`config.mk`:
```
export PLATFORM = sky130hd
export DESIGN_NAME = memory_stage
export DESIGN_NICKNAME = d
export VERILOG_FILES = /design/src/rtl/memory_stage.sv
export SDC_FILE = /design/constraint.sdc
export NUM_CORES = 1
export LEC_CHECK = 0
export CORE_MARGIN = 2
export CORE_UTILIZATION = 50
export CTS_CLUSTER_SIZE = 10
export DETAILED_ROUTE_END_ITERATION = 8
export HOLD_SLACK_MARGIN = 0.15
export PLACE_DENSITY = 0.91
export SLEW_MARGIN = 5
export SYNTH_ARGS = -nofsm -noshare
export SYNTH_HDL_FRONTEND = slang
export SYNTH_SLANG_ARGS = --single-unit
```
`constraint.sdc`:
```
create_clock -name clk_i -period 5.2 [get_ports clk_i]
set_input_delay 0.78 -clock clk_i [delete_from_list [all_inputs] [get_ports clk_i]]
set_output_delay 0.78 -clock clk_i [all_outputs]
set_load 0.005 [all_outputs]
```
`src/rtl/memory_stage.sv`:
```
// MEM stage of the SCHOLAR RISC-V core: issues one OBI load/store at a time
// and hands the registered MEM->WB payload plus raw load data to Writeback.
package memory_stage_pkg;
  localparam logic [3:0] MEM_IDLE = 4'd0;
  localparam logic [3:0] MEM_LB   = 4'd1;
  localparam logic [3:0] MEM_LH   = 4'd2;
  localparam logic [3:0] MEM_LW   = 4'd3;
  localparam logic [3:0] MEM_LBU  = 4'd4;
  localparam logic [3:0] MEM_LHU  = 4'd5;
  localparam logic [3:0] MEM_SB   = 4'd6;
  localparam logic [3:0] MEM_SH   = 4'd7;
  localparam logic [3:0] MEM_SW   = 4'd8;

  localparam logic [2:0] GPR_IDLE = 3'd0;
  localparam logic [2:0] CSR_IDLE = 3'd0;

  typedef struct packed {
    logic [31:0] exe_out;
    logic [31:0] op3;
    logic [4:0]  rd;
    logic [11:0] csr_waddr;
    logic [2:0]  gpr_ctrl;
    logic [2:0]  csr_ctrl;
    logic [3:0]  mem_ctrl;
  } exe2mem_t;

  typedef struct packed {
    logic [31:0] exe_out;
    logic [31:0] op3;
    logic [4:0]  rd;
    logic [11:0] csr_waddr;
    logic [2:0]  gpr_ctrl;
    logic [2:0]  csr_ctrl;
    logic [3:0]  mem_ctrl;
  } mem2wb_t;
endpackage

module memory_stage
  import memory_stage_pkg::*;
#(
  parameter int DATA_WIDTH = 32,
  parameter int ADDR_WIDTH = 32
) (
  input  logic                    clk_i,
  input  logic                    rst_i,
  input  logic                    exe_valid_i,
  input  exe2mem_t                exe2mem_i,
  output logic                    mem_ready_o,
  output logic                    mem_valid_o,
  output mem2wb_t                 mem2wb_o,
  output logic [DATA_WIDTH-1:0]   rdata_o,
  output logic                    misaligned_o,
  output logic                    req_o,
  input  logic                    gnt_i,
  output logic [ADDR_WIDTH-1:0]   addr_o,
  output logic                    we_o,
  output logic [DATA_WIDTH/8-1:0] be_o,
  output logic [DATA_WIDTH-1:0]   wdata_o,
  input  logic                    rvalid_i,
  input  logic [DATA_WIDTH-1:0]   rdata_i
);
  localparam logic [1:0] IDLE = 2'd0;
  localparam logic [1:0] REQ  = 2'd1;
  localparam logic [1:0] RESP = 2'd2;
  localparam logic [1:0] DONE = 2'd3;

  logic [1:0]            state_reg;
  exe2mem_t              payload_reg;
  mem2wb_t               mem2wb_reg;
  logic [DATA_WIDTH-1:0] rdata_reg;
  logic                  misaligned_reg;

  function automatic logic is_load(input logic [3:0] c);
    return (c == MEM_LB) || (c == MEM_LH) || (c == MEM_LW) ||
           (c == MEM_LBU) || (c == MEM_LHU);
  endfunction

  function automatic logic is_store(input logic [3:0] c);
    return (c == MEM_SB) || (c == MEM_SH) || (c == MEM_SW);
  endfunction

  function automatic mem2wb_t to_wb(input exe2mem_t p);
    mem2wb_t w;
    w.exe_out   = p.exe_out;
    w.op3       = p.op3;
    w.rd        = p.rd;
    w.csr_waddr = p.csr_waddr;
    w.gpr_ctrl  = p.gpr_ctrl;
    w.csr_ctrl  = p.csr_ctrl;
    w.mem_ctrl  = p.mem_ctrl;
    return w;
  endfunction

  // Misaligned accesses never reach the bus and must not write any register.
  logic     in_misaligned;
  exe2mem_t in_forced;

  always_comb begin
    in_misaligned = 1'b0;
    case (exe2mem_i.mem_ctrl)
      MEM_LH, MEM_LHU, MEM_SH: in_misaligned = exe2mem_i.exe_out[0];
      MEM_LW, MEM_SW:          in_misaligned = (exe2mem_i.exe_out[1:0] != 2'b00);
      default:                 in_misaligned = 1'b0;
    endcase
    in_forced          = exe2mem_i;
    in_forced.gpr_ctrl = GPR_IDLE;
    in_forced.csr_ctrl = CSR_IDLE;
    in_forced.rd       = 5'd0;
  end

  always_ff @(posedge clk_i) begin
    if (rst_i) begin
      state_reg      <= IDLE;
      payload_reg    <= '0;
      mem2wb_reg     <= '0;
      rdata_reg      <= '0;
      misaligned_reg <= 1'b0;
    end else begin
      case (state_reg)
        IDLE: begin
          if (exe_valid_i) begin
            misaligned_reg <= 1'b0;
            if (exe2mem_i.mem_ctrl == MEM_IDLE) begin
              payload_reg <= exe2mem_i;
              mem2wb_reg  <= to_wb(exe2mem_i);
              state_reg   <= DONE;
            end else if (in_misaligned) begin
              payload_reg    <= in_forced;
              mem2wb_reg     <= to_wb(in_forced);
              misaligned_reg <= 1'b1;
              state_reg      <= DONE;
            end else begin
              payload_reg <= exe2mem_i;
              state_reg   <= REQ;
            end
          end
        end
        REQ: begin
          if (gnt_i) state_reg <= RESP;
        end
        RESP: begin
          if (rvalid_i) begin
            if (is_load(payload_reg.mem_ctrl)) rdata_reg <= rdata_i;
            mem2wb_reg <= to_wb(payload_reg);
            state_reg  <= DONE;
          end
        end
        default: state_reg <= IDLE;
      endcase
    end
  end

  // Bus-side signals are derived from the captured payload so they stay
  // stable for the whole address phase.
  logic [1:0] offset;
  assign offset = payload_reg.exe_out[1:0];

  always_comb begin
    be_o    = '0;
    wdata_o = '0;
    case (payload_reg.mem_ctrl)
      MEM_LB, MEM_LBU, MEM_SB: begin
        be_o    = {{(DATA_WIDTH/8-1){1'b0}}, 1'b1} << offset;
        wdata_o = {(DATA_WIDTH/8){payload_reg.op3[7:0]}};
      end
      MEM_LH, MEM_LHU, MEM_SH: begin
        be_o    = {{(DATA_WIDTH/8-2){1'b0}}, 2'b11} << offset;
        wdata_o = {(DATA_WIDTH/16){payload_reg.op3[15:0]}};
      end
      MEM_LW, MEM_SW: begin
        be_o    = '1;
        wdata_o = payload_reg.op3[DATA_WIDTH-1:0];
      end
      default: begin
        be_o    = '0;
        wdata_o = '0;
      end
    endcase
  end

  assign addr_o       = {payload_reg.exe_out[ADDR_WIDTH-1:2], 2'b00};
  assign we_o         = is_store(payload_reg.mem_ctrl);
  assign req_o        = (state_reg == REQ);
  assign mem_ready_o  = (state_reg == IDLE);
  assign mem_valid_o  = (state_reg == DONE);
  assign misaligned_o = (state_reg == DONE) && misaligned_reg;
  assign mem2wb_o     = mem2wb_reg;
  assign rdata_o      = rdata_reg;
endmodule

```
==> flow_metrics.py, run 1 <==
metrics = {
    "worst_setup_path": {
        "r2r-start": "state_reg[0]",
        "cp-end-kind": "output port",
        "r2r_cells": 7,
        "cp_max_fo": 10,
        "cp.required_ns": 4.42,
        "ff2ff_setup_slack_ns": 2.14,
        "path_class": "flop to output port",
        "crit_path_start_kind": "flop",
        "worst_ep_arrival_time_ns": 3.21,
        "r2r_end": "mem2wb_o[44]",
    },
    "global_routing": {
        "grt_max_degree": 92,
        "first_global_vias": 9260,
        "overflow": 0,
        "grt_pass1_wl_um": 49000,
        "antenna_found_initial": 1,
        "track_usage": 0.294,
    },
    "finish": {
        "final_cell_mix": "clkdlybuf4s50_1, nand2_1, dfxtp_1",
        "regArea_mm2": 0.00434,
        "fin_util": 0.693,
        "syn_to_final_growth_pct": 37.2,
        "fin_nets": 1481,
        "n_fill_cell": 1473,
        "layout_commonest_cell": "clkdlybuf4s50_1",
        "layout-drive-gt1-share": 0.100,
        "largest_reg_flops": 91,
        "multi_input_area_mm2": 0.00467,
    },
    "sta": {
        "fin_crit_sh": 0.767,
        "fmax_mhz": 251,
        "slew_violations": 0,
        "tns_ns": 0,
        "fin_ws_ns": 1.21,
        "fin_worst_skew_ns": 0.0101,
        "rsz0062_at_grt": "false",
        "tightestPinTransition_ns": 1.17,
        "hold_viol": 0,
        "slew_headroom": 0.223,
        "min_period_ns": 3.99,
        "setup_viol": 0,
    },
    "min_path": {
        "timing.hold.worst_path_depth": 2,
        "min-delay-start": "rdata_o[18]",
        "min_to": "rdata_o[18]",
        "holdCritPathClass": "flop to flop",
    },
    "placement": {
        "detailed_place_hpwl_um": 20900,
        "place_congestion": 0.869,
        "portBuffers": 321,
        "pre_cts_ws_ns": 1.66,
    },
    "clock_network": {
        "clk_pin_slew_ns": 0.05,
        "cts_buffer_depth": 3,
        "cts_hold_repair.buffers": 0,
        "postCtsSetupBuffers": 0,
        "cts_sinks": 217,
        "clock_latency_ns": 0.51,
        "root_buffer": "clkbuf_16",
        "htreeDepth": 1,
        "cts-resized-gates": 0,
        "cts_tree": "built",
        "numCtsBuffers": 25,
    },
    "floorplan": {
        "start_util": 0.505,
        "die_w_um": 144,
        "core_mm2": 0.0193,
        "die_h_um": 144,
        "fp-row-count": 51,
        "io_pins": 324,
        "dieArea_mm2": 0.0206,
    },
    "status": {
        "status": "complete, no violations",
    },
    "synth": {
        "netlist_instances": 1127,
        "syn_area_mm2": 0.00973,
        "ys_seq_area_frac": 0.446,
        "muxShareOfSynthArea": 0,
        "synth-compound-area-share": 0.307,
        "yosysWarnings": 0,
        "synth_top_family_by_area": "compound AO/OA/AOI/OAI gates",
        "synthAdderAreaFrac": 0.00643,
        "ys_seq_elements": 217,
        "ys_types": 40,
        "synth-edff-count": 0,
        "avgSynthCellArea_um2": 8.63,
        "yosys.area_share.simple": 0.161,
        "synth_flop_cell": "dfxtp_1",
        "synth_xor_area_frac": 0,
        "async_reset_ff_frac": 0,
    },
    "detailed_routing": {
        "firstDrtPassIters": 5,
        "wire_per_inst_um": 20.0,
        "drt-vias-per-instance": 5.99,
        "finalWirelength_um": 32300,
        "antenna_left": 0,
        "drc_errors": 0,
        "vias": 9677,
        "drtIter0Drc": 721,
    },
    "pwr": {
        "power_uw": 6120,
        "leakage_uw": 0.00456,
        "vdd_drop_max_mv": 0.297,
        "power.density_mw_per_mm2": 458,
    },
    "job": {
        "max_cap_violations": 0,
    },
}
cells by family (layout without fill, tap and decap cells):
kind of cell	Yosys count	after routing
and+or+nand+nor	392	392
other	1	3
AOI/OAI and AO/OA	363	363
adders and majority gates	5	5
buffers and inverters	149	371
DFF	217	217
through the flow:
stage	instance area, um^2	hold slack, ns	std cells
6_report	13400	0.452	1616
4_1_cts	13400	0.453	1615
2_1_floorplan	9730	0.437	1128
3_5_place_dp	12700	0.446	1586
5_1_grt	13400	0.476	1616
3_3_place_gp	12700	0.441	1586
report_power, final:
group          leakage, uW  internal (uW)  switching, uW
sequential         0.00177           1980            259
clock             0.000316            851            630
combinational      0.00248           1070           1330
total              0.00456           3900           2220
cells in the mapped netlist, types with 2 or more instances:
| master | n | area share |
|---|---|---|
| nand2_1 | 259 | 0.10 |
| dfxtp_1 | 217 | 0.45 |
| a21oi_1 | 132 | 0.068 |
| nor2_1 | 101 | 0.039 |
| a221oi_2 | 90 | 0.14 |
| clkbuf_1 | 82 | 0.032 |
| o22ai_1 | 80 | 0.051 |
| buf_4 | 32 | 0.025 |
| a22o_1 | 21 | 0.019 |
| nor2b_1 | 13 | 0.0084 |
| buf_2 | 12 | 0.0062 |
| o21a_1 | 11 | 0.0085 |
| buf_6 | 10 | 0.012 |
| inv_1 | 10 | 0.0039 |
| o21ai_0 | 9 | 0.0046 |
| a22oi_1 | 7 | 0.0054 |
| ha_1 | 5 | 0.0064 |
| nor3_1 | 5 | 0.0026 |
| and2_1 | 3 | 0.0019 |
| buf_1 | 3 | 0.0012 |
| a221oi_1 | 2 | 0.0018 |
| a222oi_1 | 2 | 0.0021 |
| and3b_1 | 2 | 0.0018 |
| nor3b_1 | 2 | 0.0015 |
| o41ai_1 | 2 | 0.0018 |
worst max-delay path, stage by stage (launching register included):
cell,delay [ns]
dfxtp_1,0.52
nor2b_1,0.29
a21oi_1,0.12
o21ai_1,0.67
nor2_1,0.34
nor2b_1,0.24
clkdlybuf4s50_1,0.53
worst max-delay path by stage:
stage                   startpoint  slack, ns           end
finish              payload_reg[1]       1.21    wdata_o[4]
detailed placement    exe2mem_i[3]       1.66  mem2wb_o[35]
CTS                 payload_reg[0]       1.20    wdata_o[4]
global placement          rvalid_i       1.71  mem2wb_o[89]
global route        payload_reg[0]       1.07    wdata_o[4]
floorplan             exe2mem_i[1]       2.86  mem2wb_o[80]
layer usage:
layer  wire length [um]  vias to the layer above  share of wire  global-route usage
li1                   -                     4413              -                   -
met1              12100                     4649           0.37               0.356
met2              16000                      508           0.50               0.508
met3               2840                      107          0.088              0.0673
met4               1320                        0          0.041               0.116
met5                  0                        -              0                   0
final cells by class:
class | count | area share
Sequential cell | 217 | 0.325
Multi-Input combinational cell | 762 | 0.350
Tap cell | 265 | 0.0248
Clock buffer | 28 | 0.0477
Antenna cell | 1 | 0.000187
Timing Repair Buffer | 332 | 0.249
Inverter | 10 | 0.00281
Clock inverter | 1 | 0.000656
(Power assumes the default switching activity.)
==> inputs of run 2 (changes only) <==
Settings changed: CORE_UTILIZATION 50 to 42, PLACE_DENSITY 0.91 to 0.82.
Clock period 5.2 ns to 3.3 ns, I/O delays scaled along.
==> run 2 against run 1 <==
Total power grew 64%. Die area rose by 18%. Combinational power up 61%. Setup slack lost 1.0 ns. Critical path depth rose by 1. Sequential power grew 57%. Hold slack improved by 0.00089 ns. Flip-flop and latch count is the same. Clock skew is 0.0027 ns lower. Sequential share of layout area shrank 0.68 points.
==> flow_metrics.py, run 2 (synthesized netlist as in run 1, its figures left out) <==
metrics = {
    "status": {
        "status": "complete, no violations",
    },
    "floorplan": {
        "die_w_um": 156,
        "start_util": 0.428,
        "dieArea_mm2": 0.0244,
        "fp-row-count": 55,
        "core_mm2": 0.0227,
        "io_pins": 324,
        "die_h_um": 156,
    },
    "worst_setup_path": {
        "cp_max_fo": 10,
        "crit_path_start_kind": "flop",
        "worst-path-buf-inv": 2,
        "r2r-start": "state_reg[0]",
        "cp.required_ns": 2.80,
        "crit_top_cell": "nand2_1",
        "r2r_end": "mem2wb_o[89]",
        "cp-end-kind": "output port",
        "cpMaxStageDelayCell": "clkdlybuf4s50_1",
        "critPathTopFamily": "buffers and inverters",
        "ff2ff_setup_slack_ns": 0.86,
        "worst_ep_arrival_time_ns": 2.64,
        "path_class": "flop to output port",
        "cpPeakStageDelay_ns": 0.52,
        "cp_cell_sequence": "nor2b_1, a21oi_1, o21ai_1, buf_4, nand2_1, nand2_1, clkdlybuf4s50_1",
        "r2r_cells": 7,
    },
    "sta": {
        "fmax_mhz": 319,
        "setup_viol": 0,
        "fin_worst_skew_ns": 0.00739,
        "min_period_ns": 3.13,
        "slew_headroom": 0.446,
        "tns_ns": 0,
        "tightestPinTransition_ns": 0.828,
        "slew_violations": 0,
        "hold_viol": 0,
        "rsz0062_at_grt": "false",
        "fin_crit_sh": 0.949,
    },
    "finish": {
        "layout_commonest_cell": "clkdlybuf4s50_1",
        "n_fill_cell": 1925,
        "largest_reg_flops": 91,
        "layout-drive-gt1-share": 0.113,
        "final_cell_mix": "clkdlybuf4s50_1, nand2_1, dfxtp_1",
        "regArea_mm2": 0.00434,
        "final_cells": 1654,
        "syn_to_final_growth_pct": 40.2,
        "multi_input_area_mm2": 0.00467,
        "fin_nets": 1495,
    },
    "pwr": {
        "power.density_mw_per_mm2": 733,
        "vdd_drop_max_mv": 0.445,
        "leakage_uw": 0.00470,
    },
    "global_routing": {
        "antenna_found_initial": 1,
        "grt_max_degree": 85,
        "track_usage": 0.250,
        "first_global_vias": 9188,
        "grt_pass1_wl_um": 49200,
        "overflow": 0,
    },
    "detailed_routing": {
        "vias": 9529,
        "antenna_left": 0,
        "finalWirelength_um": 32200,
        "drc_errors": 0,
        "drt-vias-per-instance": 5.76,
        "wire_per_inst_um": 19.5,
        "firstDrtPassIters": 5,
        "drtIter0Drc": 642,
    },
    "clock_network": {
        "postCtsSetupBuffers": 0,
        "clk_pin_slew_ns": 0.06,
        "cts_sinks": 217,
        "cts_buffer_depth": 3,
        "clock_latency_ns": 0.52,
        "htreeDepth": 1,
        "root_buffer": "clkbuf_16",
        "cts_tree": "built",
        "numCtsBuffers": 26,
    },
    "min_path": {
        "min_to": "rdata_o[24]",
        "min-delay-start": "rdata_o[24]",
        "holdCritPathClass": "flop to flop",
        "timing.hold.worst_path_depth": 2,
    },
    "placement": {
        "detailed_place_hpwl_um": 21600,
        "place_congestion": 0.864,
        "portBuffers": 321,
        "dp_cells": 1619,
    },
    "job": {
        "max_cap_violations": 0,
    },
}
[run 2: cell count changes in the layout (fill, tap and decap cells not counted), moves of 2 or more]
cell       before  now
buf_12          2    6
buf_4           9   18
clkbuf_16      25   27
clkbuf_8        1    4
[run 2: worst max path at each step]
stage	startpoint	endpoint	slack [ns]	cells past startpoint
floorplan	exe2mem_i[1]	mem2wb_o[80]	1.25	8
global placement	exe2mem_i[3]	mem2wb_o[45]	0.45	7
detailed placement	exe2mem_i[3]	mem2wb_o[46]	0.37	7
CTS	payload_reg[2]	wdata_o[3]	0.003	6
global route	payload_reg[2]	wdata_o[3]	0.004	6
finish	payload_reg[1]	wdata_o[10]	0.17	7
[run 2: timing repair]
action                                  CTS  global route
endpoints found under the setup margin    0             8
hold buffers                              0             0
gates resized for setup                   0             1
[run 2: metrics by stage]
stage	hold slack [ns]	power, uW	utilization	worst slack (ns)	area (um^2)
final	0.453	10000	0.601	0.167	13600
after global routing	0.472	10500	0.600	0.00445	13600
after floorplan	0.437	5780	-	1.25	9730
after global placement	0.441	7320	0.567	0.447	12900
after detailed placement	0.448	7410	0.567	0.366	12900
after CTS	0.456	10100	0.600	0.00297	13600
[run 2: area by class of cell]
cell class | instances | area share
repair buffers | 345 | 0.255
clock buffers | 33 | 0.0534
inverters | 10 | 0.00275
clock inverters | 1 | 0.00220
well taps | 285 | 0.0261
flip-flops and latches | 217 | 0.319
diodes | 1 | 0.000183
multi-input cells | 762 | 0.342
[run 2: tightest hold or removal path, stage by stage (launching register included)]
cell and delay [ns]:
dfxtp_1 0.30, nand2_1 0.05, a21oi_1 0.05
[run 2: where the power goes]
group	internal, uW	total, uW	switching [uW]
logic	1760	3870	2110
clock network	1590	2620	1030
registers	3120	3510	392
[run 2: routing by layer]
layer / track usage / wire length [um]
met5: 0 / 0
met4: 0.101 / 1330
met3: 0.0629 / 2880
met2: 0.410 / 15200
met1: 0.315 / 12800
